<file path="src/rtl/blk_ram_stream_reader_pkg.sv">
// blk_ram_stream_reader_pkg: shared state encoding and sizing defaults for the RAM stream reader
package blk_ram_stream_reader_pkg;

    typedef enum logic [1:0] {IDLE, RUN, DRAIN} state_t;

    localparam int SKID_DEPTH      = 2;
    localparam int DEF_ADDR_WIDTH  = 12;
    localparam int DEF_DATA_WIDTH  = 9;

endpackage

</file>
<file path="src/rtl/blk_ram_skid2.sv">
// blk_ram_skid2: 2-entry FIFO holding RAM words plus their last marker; entry 0 is the head
module blk_ram_skid2
    import blk_ram_stream_reader_pkg::*;
#(
    parameter int W = DEF_DATA_WIDTH
) (
    input  logic         clk,
    input  logic         reset,
    input  logic         flush,
    input  logic         push,
    input  logic [W-1:0] push_data,
    input  logic         push_last,
    input  logic         pop,
    output logic [1:0]   count,
    output logic [W-1:0] head_data,
    output logic         head_last
);

    logic [W-1:0] d0, d1;
    logic         l0, l1;
    logic [1:0]   widx;

    assign widx      = count - {1'b0, pop};
    assign head_data = d0;
    assign head_last = l0;

    // Shift on pop, write the incoming word into the slot left free after the pop
    always_ff @(posedge clk) begin
        if (reset) begin
            count <= '0;
            d0    <= '0;
            d1    <= '0;
            l0    <= 1'b0;
            l1    <= 1'b0;
        end else if (flush) begin
            count <= '0;
        end else begin
            count <= count + {1'b0, push} - {1'b0, pop};
            if (pop && count == 2'(SKID_DEPTH)) begin
                d0 <= d1;
                l0 <= l1;
            end
            if (push && widx == 2'd0) begin
                d0 <= push_data;
                l0 <= push_last;
            end
            if (push && widx != 2'd0) begin
                d1 <= push_data;
                l1 <= push_last;
            end
        end
    end

endmodule

</file>
<file path="src/rtl/blk_ram_stream_reader.sv">
// blk_ram_stream_reader: reads a contiguous RAM region via port B and streams it out valid/ready
// Optional abort input enabled by defining BLK_RAM_STREAM_READER_ABORT_EN.
module blk_ram_stream_reader
    import blk_ram_stream_reader_pkg::*;
#(
    parameter int ADDR_WIDTH = DEF_ADDR_WIDTH,
    parameter int DATA_WIDTH = DEF_DATA_WIDTH
) (
    input  logic                  clk,
    input  logic                  reset,
    input  logic                  start,
    input  logic [ADDR_WIDTH-1:0] base_addr,
    input  logic [ADDR_WIDTH-1:0] len_m1,
    output logic                  busy,
    output logic                  done,
    output logic                  ram_en,
    output logic [ADDR_WIDTH-1:0] ram_addr,
    input  logic [DATA_WIDTH-1:0] ram_dout,
    output logic [DATA_WIDTH-1:0] m_data,
    output logic                  m_valid,
    input  logic                  m_ready,
    output logic                  m_last
`ifdef BLK_RAM_STREAM_READER_ABORT_EN
    ,
    input  logic                  abort
`endif
);

    state_t                state, state_nx;
    logic [ADDR_WIDTH-1:0] rd_addr, issue_left;
    logic                  inflight, inflight_last;
    logic                  pop, fin, abort_hit, head_last;
    logic [1:0]            count;
    logic [2:0]            occ;

`ifdef BLK_RAM_STREAM_READER_ABORT_EN
    assign abort_hit = abort & busy;
`else
    assign abort_hit = 1'b0;
`endif

    assign busy     = state != IDLE;
    assign ram_addr = rd_addr;
    assign m_valid  = count != 2'd0;
    assign m_last   = m_valid & head_last;
    assign pop      = m_valid & m_ready;
    assign fin      = pop & head_last;
    assign occ      = {1'b0, count} + {2'b0, inflight} - {2'b0, pop};

    // Issue a read only when the skid buffer can hold it once it returns; sequence the command
    always_comb begin
        ram_en   = (state == RUN) && (occ < 3'(SKID_DEPTH));
        state_nx = abort_hit        ? IDLE :
                   state == IDLE    ? (start ? RUN : IDLE) :
                   state == RUN     ? ((ram_en && issue_left == '0) ? DRAIN : RUN) :
                                      (fin ? IDLE : DRAIN);
    end

    // State register
    always_ff @(posedge clk) begin
        if (reset) state <= IDLE;
        else       state <= state_nx;
    end

    // Address/issue counters, read-latency tracking and the done pulse
    always_ff @(posedge clk) begin
        if (reset) begin
            rd_addr       <= '0;
            issue_left    <= '0;
            inflight      <= 1'b0;
            inflight_last <= 1'b0;
            done          <= 1'b0;
        end else begin
            done          <= fin | abort_hit;
            inflight      <= ram_en;
            inflight_last <= ram_en && issue_left == '0;
            if (state == IDLE && start) begin
                rd_addr    <= base_addr;
                issue_left <= len_m1;
            end else if (ram_en) begin
                rd_addr    <= rd_addr + 1'b1;
                issue_left <= issue_left - 1'b1;
            end
        end
    end

    // Reads returning after an abort find the reader idle and are dropped
    blk_ram_skid2 #(.W(DATA_WIDTH)) u_skid (
        .clk       (clk),
        .reset     (reset),
        .flush     (abort_hit),
        .push      (inflight & busy),
        .push_data (ram_dout),
        .push_last (inflight_last),
        .pop       (pop),
        .count     (count),
        .head_data (m_data),
        .head_last (head_last)
    );

endmodule

</file>
<file path="config.mk">
export PLATFORM = sky130hd
export DESIGN_NAME = blk_ram_stream_reader
export DESIGN_NICKNAME = d
export VERILOG_FILES = /design/src/rtl/blk_ram_stream_reader_pkg.sv /design/src/rtl/blk_ram_skid2.sv /design/src/rtl/blk_ram_stream_reader.sv
export SDC_FILE = /design/constraint.sdc
export NUM_CORES = 1
export LEC_CHECK = 0
export CAP_MARGIN = 20
export CORE_MARGIN = 2
export CORE_UTILIZATION = 32
export DETAILED_ROUTE_END_ITERATION = 8
export GPL_TIMING_DRIVEN = 1
export SLEW_MARGIN = 20
export SYNTH_ARGS = -nofsm -noshare
export SYNTH_HDL_FRONTEND = slang
export SYNTH_SLANG_ARGS = --single-unit
</file>
<file path="constraint.sdc">
create_clock -name clk -period 3.37 [get_ports clk]
set_input_delay 0.674 -clock clk [delete_from_list [all_inputs] [get_ports clk]]
set_output_delay 0.674 -clock clk [all_outputs]
set_load 0.01 [all_outputs]
</file>
==> out/metrics.cfg <==
[timing]
slew_viol_final = 0
worst_pin_slew_ns = 0.971
rsz0062_at_grt = no
finalWorstSetupSlack_ns = 0.224
clock_skew_ns = 0.00655
max_freq_mhz = 318
setup_viol = 0
hold_viol = 0
setup_tns_ns = 0
period_minus_slack_ns = 3.15
finalCritPeriodShare = 0.933
slew_headroom = 0.353
hold_ws_ns = 0.481

[die]
die_h_microns = 91.6
io_pins = 63
num_rows = 31
die_w_microns = 91.6
dieArea_sq_um = 8380
core_area_sq_um = 7330
initial_core_util = 0.335

[power]
p_total_mw = 1.83
p_leak_nw = 1.29
power_density_nw_per_um2 = 536
irDropWorstVdd_v = 0.000284

[setup_path]
cpMostUsedCell = buf_4
cp.required_ns = 3.58
slowest_stage = fa_1
crit_arrival_ns = 3.35
cp_num_buf_inv = 5
critPathTopFamily = simple AND/OR/NAND/NOR gates
max_stage_delay_ns = 0.56
worst_setup_path_end_kind = register
cp_max_fo = 11
timing_worst_setup_path_type = in2reg
startpoint_type = input pin
cp_cell_sequence = dlygate4sd2_1 -> nand2_1 -> or2_2 -> inv_2 -> buf_4 -> buf_4 -> fa_1 -> nand3b_4 -> buf_6 -> or4_4 -> or3_1 -> a311oi_1

[run_status]
status = complete, no violations

[layout]
fin_area_sq_um = 3410
layout_commonest_cell = clkdlybuf4s50_1
final_util = 0.465
drive_gt1_frac = 0.125
area_growth_pct = 39.0
fin_nets = 401
final_cell_mix = clkdlybuf4s50_1, dfxtp_1, nor2_1, nand2_1, buf_4
instances_no_fill = 460
antenna_cells = 0

[placement]
post-dp-hpwl_microns = 4230
postPlaceCellArea_sq_um = 3270
gp_congestion = 0.749
dp_cells = 450
port_buffers = 62
place_ws_ns = -0.489

[clocking]
cts_hold_buffers = 0
cts_sinks = 51
clock_latency_ns = 0.31
clk_pin_slew_ns = 0.10
cts.path.max_buffers = 2
cts_tree = done
htreeDepth = 2
cts_buffers = 5
clock-root-buffer = clkbuf_8

[logic_synthesis]
netlist_instances = 286
syn_area_sq_um = 2450
syn_nets = 327
synth-seq-cells = 51
ys_seq_area_frac = 0.416
yosysWarningCount = 0
yosysUniqueCellTypes = 41
synth_area_per_cell_sq_um = 8.58

[global_routing]
grt_max_degree = 52
antenna_found_initial = 0
grt_pass1_vias = 2149
track_usage = 0.140
grt_remaining_overflow = 0
grt_pass1_wl_microns = 9830

[routing]
ant_nets = 0
drtIter0Drc = 86
vias = 2255
drc = 0
dr.pass1.iters = 4
via_per_inst = 4.90
drt-total-wl_microns = 5840
wl_per_cell_microns = 12.7

[min_path]
hp-class = reg2reg

[flow_run]
max_cap_viol_count = 0

## synth_stat cells
library cell,instances,area share
nor2_1,51,0.078
xor2_2,1,0.0066
or2_2,3,0.0076
nand3_1,10,0.020
or3_4,1,0.0046
and3b_1,1,0.0036
or3_1,10,0.025
nor4_1,3,0.0076
xor2_1,7,0.025
o21ai_0,10,0.020
a21oi_1,2,0.0041
fa_1,1,0.0082
or4_1,2,0.0061
clkbuf_1,14,0.021
o211ai_1,2,0.0061
xnor2_1,8,0.029
or2_1,1,0.0026
o31ai_1,1,0.0031
buf_2,1,0.0020
nand4_1,5,0.013
buf_6,1,0.0046
dfxtp_1,51,0.42
nor3_1,4,0.0082
nor3b_1,1,0.0031
or3b_2,1,0.0036
a31oi_1,1,0.0026
and2_1,2,0.0051
or4_4,2,0.0092
buf_1,1,0.0015
nand3b_4,1,0.0082
nor2b_1,2,0.0051
inv_1,6,0.0092
o211a_1,1,0.0041
nand2_1,29,0.044
a311oi_1,19,0.068
nand4b_1,1,0.0036
mux2i_1,11,0.045
xnor2_2,1,0.0066
o21a_1,1,0.0031
a211oi_1,13,0.040
ha_1,3,0.015
## state kept, by name, summed over array words and instances (netlist names), 2 cells and up
name,cells
issue_left,12
u_skid.count,2
u_skid.d1,9
u_skid.head_data,9
ram_addr,12
state,2
## routing by layer
metal | GRT usage | routed length (microns) | up-vias
met4 | 0.0303 | 16 | 0
met3 | 0.0332 | 257 | 2
met5 | 0 | 0 | -
met2 | 0.231 | 2770 | 49
met1 | 0.187 | 2790 | 1038
li1 | - | - | 1166
## worst paths after layout
path,start,end,slack [ns],cells past startpoint
worst min register to register,u_skid.d1[1],u_skid.head_data[1],0.48,2
worst max register to register,u_skid.count[0],ram_addr[11],0.49,10
worst min-delay path,u_skid.d1[1],u_skid.head_data[1],0.48,2
worst max-delay path,m_ready,ram_addr[11],0.22,12
## layout make-up
class | count | area (sq um)
tap | 99 | 124
sequential | 51 | 1020
clock buffer | 5 | 68.8
clock inverter | 3 | 47.5
timing repair buffer | 84 | 778
multi-input combinational | 212 | 1350
inverter | 6 | 22.5
fill | 732 | 3920
## power breakdown
group / switching (mW) / internal [mW] / total, mW
combinational: 0.301 / 0.339 / 0.640
sequential: 0.0724 / 0.677 / 0.750
clock: 0.213 / 0.225 / 0.439
## timing repair
action,in CTS,in global routing
endpoints found under the hold margin,0,0
endpoints found under the setup margin,6,0
buffers inserted,2,0
gates resized for setup,11,0
## kinds of logic after synthesis
group                      count (synthesis)  synth area share
AOI/OAI and AO/OA                         50             0.151
xor gates and xnor gates                  17            0.0668
adders and majority gates                  4            0.0235
buffers and inverters                     23            0.0388
DFF                                       51             0.416
muxes                                     11            0.0449
and+or+nand+nor                          130             0.259
## worst reg2reg max path: cells and delay by family (launching register included)
family / cells / cell delay, ns
AOI/OAI and AO/OA: 1 / 0.27
and+or+nand+nor: 4 / 1.10
buffers and inverters: 4 / 0.47
adders and majority gates: 1 / 0.56
DFF: 1 / 0.39
(Power assumes the default switching activity.)
